**config.mk**
```make
export PLATFORM = sky130hd
export DESIGN_NAME = tt_mvex_lq_flat
export DESIGN_NICKNAME = d
export VERILOG_FILES = /design/src/rtl/tt_mvex_lq_pkg.sv /design/src/rtl/tt_mvex_lq_if.sv /design/src/rtl/tt_mvex_lq_ptr.sv /design/src/rtl/tt_mvex_lq.sv /design/src/flat_wrapper.sv
export SDC_FILE = /design/constraint.sdc
export NUM_CORES = 2
export LEC_CHECK = 0
export CAP_MARGIN = 10
export CORE_MARGIN = 2
export CORE_UTILIZATION = 55
export DETAILED_ROUTE_END_ITERATION = 10
export PLACE_DENSITY = 0.75
export SLEW_MARGIN = 10
export SYNTH_ARGS = -nofsm -noshare
export SYNTH_HDL_FRONTEND = slang
export SYNTH_SLANG_ARGS = --single-unit
```
**constraint.sdc**
```tcl
create_clock -name i_clk -period 64.3 [get_ports i_clk]
set_input_delay 6.43 -clock i_clk [delete_from_list [all_inputs] [get_ports i_clk]]
set_output_delay 6.43 -clock i_clk [all_outputs]
set_load 0.005 [all_outputs]
```
**src/rtl/tt_mvex_lq_pkg.sv**
```systemverilog
// Shared types and widths for the matrix-unit load queue.
// Contents:
//   VLEN, VREG_ADDR_W   result data width, destination vreg index width
//   mvex_lq_state_e     per-slot lifecycle state
//   mvex_lq_entry_t     per-slot payload (destination vreg + result data)
package tt_mvex_lq_pkg;

   localparam int VLEN        = 256;
   localparam int VREG_ADDR_W = 5;

   typedef enum logic [1:0] {
      LQ_FREE   = 2'd0,
      LQ_ALLOC  = 2'd1,
      LQ_FILLED = 2'd2
   } mvex_lq_state_e;

   typedef struct packed {
      logic [VREG_ADDR_W-1:0] vd;
      logic [VLEN-1:0]        data;
   } mvex_lq_entry_t;

endpackage

```
**src/rtl/tt_mvex_lq_if.sv**
```systemverilog
// Handshake bundle for tt_mvex_lq: the issue-side allocation port, the
// matrix-unit result (fill) port and the VRF writeback (drain) port.
//   master : issue / matrix unit / VRF side (drives alloc, fill, wb_rdy)
//   slave  : the load queue
interface tt_mvex_lq_if #(
   parameter int LQ_DEPTH_LOG2 = 3
) ();
   import tt_mvex_lq_pkg::*;

   logic                     alloc_vld;
   logic [VREG_ADDR_W-1:0]   alloc_vd;
   logic                     alloc_rdy;
   logic [LQ_DEPTH_LOG2-1:0] alloc_id;

   logic                     mvex_lq_vld_1c;
   logic [LQ_DEPTH_LOG2-1:0] mvex_lq_id_1c;
   logic [VLEN-1:0]          mvex_lq_data_1c;

   logic                     wb_vld;
   logic                     wb_rdy;
   logic [VREG_ADDR_W-1:0]   wb_vd;
   logic [VLEN-1:0]          wb_data;
   logic [LQ_DEPTH_LOG2-1:0] wb_id;

   modport master (
      output alloc_vld, alloc_vd,
      input  alloc_rdy, alloc_id,
      output mvex_lq_vld_1c, mvex_lq_id_1c, mvex_lq_data_1c,
      input  wb_vld, wb_vd, wb_data, wb_id,
      output wb_rdy
   );

   modport slave (
      input  alloc_vld, alloc_vd,
      output alloc_rdy, alloc_id,
      input  mvex_lq_vld_1c, mvex_lq_id_1c, mvex_lq_data_1c,
      output wb_vld, wb_vd, wb_data, wb_id,
      input  wb_rdy
   );

endinterface

```
**src/rtl/tt_mvex_lq_ptr.sv**
```systemverilog
// Wrap-around queue pointer. One extra MSB beyond the index bits lets the
// owner tell full from empty when head and tail indices coincide.
//   i_clk, i_reset_n  clock, async active-low reset (pointer -> 0)
//   i_inc             advance by one
//   i_clr             return to 0 (wins over i_inc)
//   o_ptr             current pointer
module tt_mvex_lq_ptr #(
   parameter int W = 4
) (
   input  logic         i_clk,
   input  logic         i_reset_n,
   input  logic         i_inc,
   input  logic         i_clr,
   output logic [W-1:0] o_ptr
);

   always_ff @(posedge i_clk or negedge i_reset_n) begin
      if (!i_reset_n)  o_ptr <= '0;
      else if (i_clr)  o_ptr <= '0;
      else if (i_inc)  o_ptr <= o_ptr + W'(1);
   end

endmodule

```
**src/rtl/tt_mvex_lq.sv**
```systemverilog
// Load queue for matrix-unit read results. Slots are allocated in order at
// issue, filled out of order by id, and drained in order to the VRF write port.
// Ports:
//   i_clk, i_reset_n   clock, async active-low reset
//   lq (slave)         alloc / fill / writeback handshakes
//   i_flush            discard all slots (priority over alloc, fill, drain)
//   o_count            occupied slots (0..DEPTH)
//   o_empty, o_full    count==0 / count==DEPTH
//   o_fill_err         sticky: a fill hit a slot that was not waiting for one
// Build option: TT_MVEX_LQ_BYPASS_EN lets a fill aimed at the waiting head
// slot appear on the writeback port in the same cycle.
//
// Per-slot state:
//   state     | meaning
//   LQ_FREE   | slot unused
//   LQ_ALLOC  | allocated, vd stored, waiting for its result
//   LQ_FILLED | result stored, waiting to drain
module tt_mvex_lq #(
   parameter int LQ_DEPTH_LOG2 = 3
) (
   input  logic                   i_clk,
   input  logic                   i_reset_n,
   tt_mvex_lq_if.slave            lq,
   input  logic                   i_flush,
   output logic [LQ_DEPTH_LOG2:0] o_count,
   output logic                   o_empty,
   output logic                   o_full,
   output logic                   o_fill_err
);
   import tt_mvex_lq_pkg::*;

   localparam int DEPTH = 2**LQ_DEPTH_LOG2;
   localparam int IW    = LQ_DEPTH_LOG2;
   localparam int PW    = LQ_DEPTH_LOG2 + 1;

   logic [PW-1:0]  head_q, tail_q;
   logic [IW-1:0]  head_idx, tail_idx;
   mvex_lq_state_e slot_st_q [DEPTH];
   mvex_lq_entry_t entry_q   [DEPTH];
   mvex_lq_state_e head_st, fill_st;
   logic           alloc_fire, fill_hit, fill_bad, bypass, wb_vld, drain_fire, data_we;

   assign head_idx = head_q[IW-1:0];
   assign tail_idx = tail_q[IW-1:0];
   assign head_st  = slot_st_q[head_idx];
   assign fill_st  = slot_st_q[lq.mvex_lq_id_1c];

   // Occupancy falls out of the pointer difference; the extra MSB keeps
   // DEPTH distinguishable from 0.
   assign o_count = tail_q - head_q;
   assign o_empty = (o_count == '0);
   assign o_full  = (o_count == PW'(DEPTH));

   assign lq.alloc_rdy = ~o_full;
   assign lq.alloc_id  = tail_idx;

   assign alloc_fire = lq.alloc_vld & ~o_full & ~i_flush;
   assign fill_hit   = lq.mvex_lq_vld_1c & ~i_flush & (fill_st == LQ_ALLOC);
   // A fill during flush is dropped too, and it breaks the "nothing in flight
   // at flush" promise, so it is flagged like any other stray fill.
   assign fill_bad   = lq.mvex_lq_vld_1c & (i_flush | (fill_st != LQ_ALLOC));

`ifdef TT_MVEX_LQ_BYPASS_EN
   // fill_hit already implies the target slot is ALLOC and no flush.
   assign bypass = fill_hit & (lq.mvex_lq_id_1c == head_idx);
`else
   assign bypass = 1'b0;
`endif

   assign wb_vld     = (head_st == LQ_FILLED) | bypass;
   assign drain_fire = wb_vld & lq.wb_rdy & ~i_flush;
   // A bypassed result that is accepted immediately never lands in the array.
   assign data_we    = fill_hit & ~(bypass & drain_fire);

   assign lq.wb_vld  = wb_vld;
   assign lq.wb_vd   = wb_vld ? entry_q[head_idx].vd : '0;
   assign lq.wb_id   = wb_vld ? head_idx : '0;
   assign lq.wb_data = !wb_vld ? '0 :
                       bypass  ? lq.mvex_lq_data_1c : entry_q[head_idx].data;

   tt_mvex_lq_ptr #(.W(PW)) u_head_ptr (
      .i_clk     (i_clk),
      .i_reset_n (i_reset_n),
      .i_inc     (drain_fire),
      .i_clr     (i_flush),
      .o_ptr     (head_q)
   );

   tt_mvex_lq_ptr #(.W(PW)) u_tail_ptr (
      .i_clk     (i_clk),
      .i_reset_n (i_reset_n),
      .i_inc     (alloc_fire),
      .i_clr     (i_flush),
      .o_ptr     (tail_q)
   );

   // Drain wins over fill on the same slot so an accepted bypass frees it.
   always_ff @(posedge i_clk or negedge i_reset_n) begin
      if (!i_reset_n) begin
         for (int i = 0; i < DEPTH; i++) slot_st_q[i] <= LQ_FREE;
      end else begin
         for (int i = 0; i < DEPTH; i++) begin
            if (i_flush)                                      slot_st_q[i] <= LQ_FREE;
            else if (drain_fire && head_idx == IW'(i))        slot_st_q[i] <= LQ_FREE;
            else if (alloc_fire && tail_idx == IW'(i))        slot_st_q[i] <= LQ_ALLOC;
            else if (fill_hit && lq.mvex_lq_id_1c == IW'(i))  slot_st_q[i] <= LQ_FILLED;
         end
      end
   end

   always_ff @(posedge i_clk) begin
      for (int i = 0; i < DEPTH; i++) begin
         if (alloc_fire && tail_idx == IW'(i))          entry_q[i].vd   <= lq.alloc_vd;
         if (data_we && lq.mvex_lq_id_1c == IW'(i))     entry_q[i].data <= lq.mvex_lq_data_1c;
      end
   end

   always_ff @(posedge i_clk or negedge i_reset_n) begin
      if (!i_reset_n)    o_fill_err <= 1'b0;
      else if (fill_bad) o_fill_err <= 1'b1;
   end

endmodule

```
**src/flat_wrapper.sv**
```systemverilog
// flat-port wrapper written by rule: the top's interface ports become plain ports
module tt_mvex_lq_flat import tt_mvex_lq_pkg::*;
#(
   parameter int LQ_DEPTH_LOG2 = 3
)
  (i_clk, i_reset_n, i_flush, o_count, o_empty, o_full, o_fill_err, lq_alloc_vld, lq_alloc_vd, lq_alloc_rdy, lq_alloc_id, lq_mvex_lq_vld_1c, lq_mvex_lq_id_1c, lq_mvex_lq_data_1c, lq_wb_vld, lq_wb_vd, lq_wb_data, lq_wb_id, lq_wb_rdy);
  tt_mvex_lq_if #(.LQ_DEPTH_LOG2(LQ_DEPTH_LOG2)) lq_i ();
  input  logic i_clk;
  input  logic i_reset_n;
  input  logic i_flush;
  output logic [LQ_DEPTH_LOG2:0] o_count;
  output logic o_empty;
  output logic o_full;
  output logic o_fill_err;
  input wire logic [$bits(lq_i.alloc_vld)-1:0] lq_alloc_vld;
  input wire logic [$bits(lq_i.alloc_vd)-1:0] lq_alloc_vd;
  output wire logic [$bits(lq_i.alloc_rdy)-1:0] lq_alloc_rdy;
  output wire logic [$bits(lq_i.alloc_id)-1:0] lq_alloc_id;
  input wire logic [$bits(lq_i.mvex_lq_vld_1c)-1:0] lq_mvex_lq_vld_1c;
  input wire logic [$bits(lq_i.mvex_lq_id_1c)-1:0] lq_mvex_lq_id_1c;
  input wire logic [$bits(lq_i.mvex_lq_data_1c)-1:0] lq_mvex_lq_data_1c;
  output wire logic [$bits(lq_i.wb_vld)-1:0] lq_wb_vld;
  output wire logic [$bits(lq_i.wb_vd)-1:0] lq_wb_vd;
  output wire logic [$bits(lq_i.wb_data)-1:0] lq_wb_data;
  output wire logic [$bits(lq_i.wb_id)-1:0] lq_wb_id;
  input wire logic [$bits(lq_i.wb_rdy)-1:0] lq_wb_rdy;
  assign lq_i.alloc_vld = lq_alloc_vld;
  assign lq_i.alloc_vd = lq_alloc_vd;
  assign lq_alloc_rdy = lq_i.alloc_rdy;
  assign lq_alloc_id = lq_i.alloc_id;
  assign lq_i.mvex_lq_vld_1c = lq_mvex_lq_vld_1c;
  assign lq_i.mvex_lq_id_1c = lq_mvex_lq_id_1c;
  assign lq_i.mvex_lq_data_1c = lq_mvex_lq_data_1c;
  assign lq_wb_vld = lq_i.wb_vld;
  assign lq_wb_vd = lq_i.wb_vd;
  assign lq_wb_data = lq_i.wb_data;
  assign lq_wb_id = lq_i.wb_id;
  assign lq_i.wb_rdy = lq_wb_rdy;
  tt_mvex_lq #(.LQ_DEPTH_LOG2(LQ_DEPTH_LOG2)) u_core (.i_clk(i_clk), .i_reset_n(i_reset_n), .lq(lq_i), .i_flush(i_flush), .o_count(o_count), .o_empty(o_empty), .o_full(o_full), .o_fill_err(o_fill_err));
endmodule
```
==> metrics.yaml <==
clock_tree:
  clock_latency_ns: 0.83
  cts-root-buf: "clkbuf_16"
  cts-buffers-inserted: 202
  clk_path_buf_depth: 3
  cts_sinks: 2113
  ctsResizeCount: 0
  hold_buffers: 0
  cts.reportedPaths.clkPinSlew_ns: 0.06
  cts_setup_buffers: 0
  cts_tree: "built"
  htree_levels: 4
final_layout:
  final_nets: 4702
  fill_cells: 9299
  syn_to_final_growth_pct: 17.4
  fin_cells: 6529
  drive_above_1_share: 0.193
yosys:
  yosys-top-cells-area: "edfxtp_1, mux4_2, nand2_1, a21oi_1, dfrtp_1"
  synth_area_sq_um: 80600
  synth_seq_area_share: 0.786
  synth_largest_area_cell: "edfxtp_1"
  synth_flop_cell: "edfxtp_1"
  synth-warning-count: 0
  ys_ff_latch: 2113
  synthXorXnorAreaFrac: 0.000435
  synth_top_area_share: 0.778
  avgSynthCellArea_sq_um: 21.1
  syn_nets: 4110
  muxShareOfSynthArea: 0.147
  synthAdderAreaFrac: 0.00258
  synth_common_cells: "edfxtp_1, nand2_1, mux4_2"
  synth_top_family_by_area: "multiplexers"
  synth.most_common_cell: "edfxtp_1"
  synth_compound_area_frac: 0.0200
  synth_cell_types: 43
  async_flop_share: 0.0118
  synth_cells: 3824
  synth-simple-area-share: 0.0308
  synth_edf_count: 2088
setup_path:
  required_ns: 57.87
  worstSetupPathType: "reg2out"
  critPathArrivalTime_ns: 5.89
  path_max_fanout: 106
  endpoint_kind: "primary output"
  critPathLaunchType: "flip-flop"
placed_design:
  place_congestion: 0.792
  dpl.hpwl_microns: 93600
  placedCellCount: 6129
  portBuffers: 545
sta:
  relSlewSlack: 0.186
  period_minus_slack_ns: 12.32
  post-route-period-util: 0.192
  fin_tns_setup_ns: 0
  fmax_ghz: 0.0812
  hold_viol_final: 0
  final_max_slew_viol_count: 0
  rsz0062_at_grt: "no"
  skew_ns: 0.0559
  finalSetupViolCount: 0
  tightest_slew_ns: 1.22
power_and_ir_drop:
  p_per_area_nw_per_um2: 28.6
  peakVddDrop_v: 0.0000266
  p_leak_nw: 29.2
grt:
  grt_pass1_vias: 40800
  grt_max_degree: 150
  grt_pass1_wl_microns: 267000
  grt.busiest_layer: "met2"
  met2_usage: 0.392
  grt_usage: 0.242
  grt_remaining_overflow: 0
  antenna_found_initial: 42
  gr-usage-met3: 0.0592
  use_met1: 0.320
route:
  drtIter0Drc: 3499
  drc_errors: 0
  antenna_left: 0
  drt_first_pass_iters: 6
  vias_per_cell: 6.10
  wire_per_inst_microns: 27.6
  vias: 39800
  totalWireLength_microns: 181000
floorplanning:
  io_pins: 546
  initial_core_util: 0.553
  die-area_sq_um: 150000
  die_x_microns: 387
  coreArea_sq_um: 146000
  die-height_microns: 387
  num_rows: 140
run_status:
  outcome: "finished clean"
min_path:
  hp-class: "reg2reg"
flow_run:
  drv_cap: 0
kinds of logic after synthesis:
kind of cell / after synthesis
AO/OA/AOI/OAI: 307
XOR/XNOR: 4
adder cells (fa/ha/maj): 16
buffers and inverters: 236
flip-flops: 2113
multiplexers: 528
AND/OR/NAND/NOR: 620
final timing paths:
check                                            from                         end  slack [ns]  cells after the start
setup reg to reg           u_core.u_head_ptr.o_ptr[2]  u_core.u_head_ptr.o_ptr[2]       60.30                      7
max in group asynchronous                   i_reset_n         u_core.slot_st_q[7]       57.97                      2
min in group asynchronous                   i_reset_n  u_core.u_tail_ptr.o_ptr[2]        6.02                      2
hold reg to reg                   u_core.slot_st_q[2]         u_core.slot_st_q[2]        0.56                      2
setup / recovery           u_core.u_head_ptr.o_ptr[0]             lq_wb_data[167]       51.98                      7
hold / removal                    u_core.slot_st_q[2]         u_core.slot_st_q[2]        0.56                      2
per-layer routing:
metal  wire length (microns)  share of wire  up-vias
li1                        -              -    16800
met1                   69500           0.39    21000
met2                   90800           0.50     1697
met3                   14900          0.083      303
met4                    4970          0.028       36
met5                     253         0.0014        -
layout by cell type (no fill, tap or decap), drive strengths merged, types with 4 or more instances in the layout:
master	synthesis	routed
inv	19	25
ha	15	15
nor4	5	5
clkdlybuf4s50	0	545
nand3b	6	6
a21oi	278	278
nor3	9	9
nand3	4	4
clkbuf	98	248
o21ai	6	6
diode	0	26
clkinv	0	106
dfrtp	25	25
nand2	540	540
and2	4	4
bufinv	0	11
nand2b	5	5
edfxtp	2088	2088
mux4	526	526
nand4	8	8
buf	119	60
nor2	18	18
nor2b	11	11
o311ai	4	4
worst max-delay path, cell delays in order (launching register included):
cell and delay [ns]:
dfrtp_4 1.13, buf_4 0.76, buf_12 0.67, buf_4 0.88
mux4_2 0.61, nand2_1 0.08, a21oi_1 0.08, clkdlybuf4s50_1 0.61
sequential cells by signal, summed over array words and instances (netlist names):
register	cells
u_core.entry_q	2088
u_core.u_head_ptr.o_ptr	4
u_core.slot_st_q	16
u_core.u_tail_ptr.o_ptr	4
u_core.o_fill_err	1
through the flow:
step | instance area (sq um) | total power [mW] | hold WS, ns | worst slack [ns] | util
finish | 94600 | 2.71 | 0.563 | 51.98 | 0.650
global route | 94600 | 2.78 | 0.571 | 51.33 | 0.650
CTS | 94500 | 2.73 | 0.546 | 51.63 | 0.649
detailed placement | 88200 | 1.60 | 0.532 | 52.57 | 0.606
global placement | 88200 | 1.60 | 0.530 | 52.55 | 0.606
floorplan | 80600 | 1.56 | 0.466 | 29.61 | -
final cells by class:
class,count,area (sq um),area share
multi-input combinational,1475,16300,0.172
inverter,19,78.8,0.000833
clock inverter,126,1010,0.0106
antenna,26,65.1,0.000688
tap,1917,2400,0.0254
clock buffer,248,5350,0.0566
timing repair buffer,605,6080,0.0643
sequential,2113,63300,0.670
where the power goes:
group	internal [mW]	leakage (nW)	total (mW)	switching, mW
registers	1.52	19.1	1.52	0.00197
logic	0.0242	6.99	0.0548	0.0306
clock network	0.636	3.12	1.13	0.497
total	2.18	29.2	2.71	0.529
No activity file was read; power rests on OpenSTA's default activity.
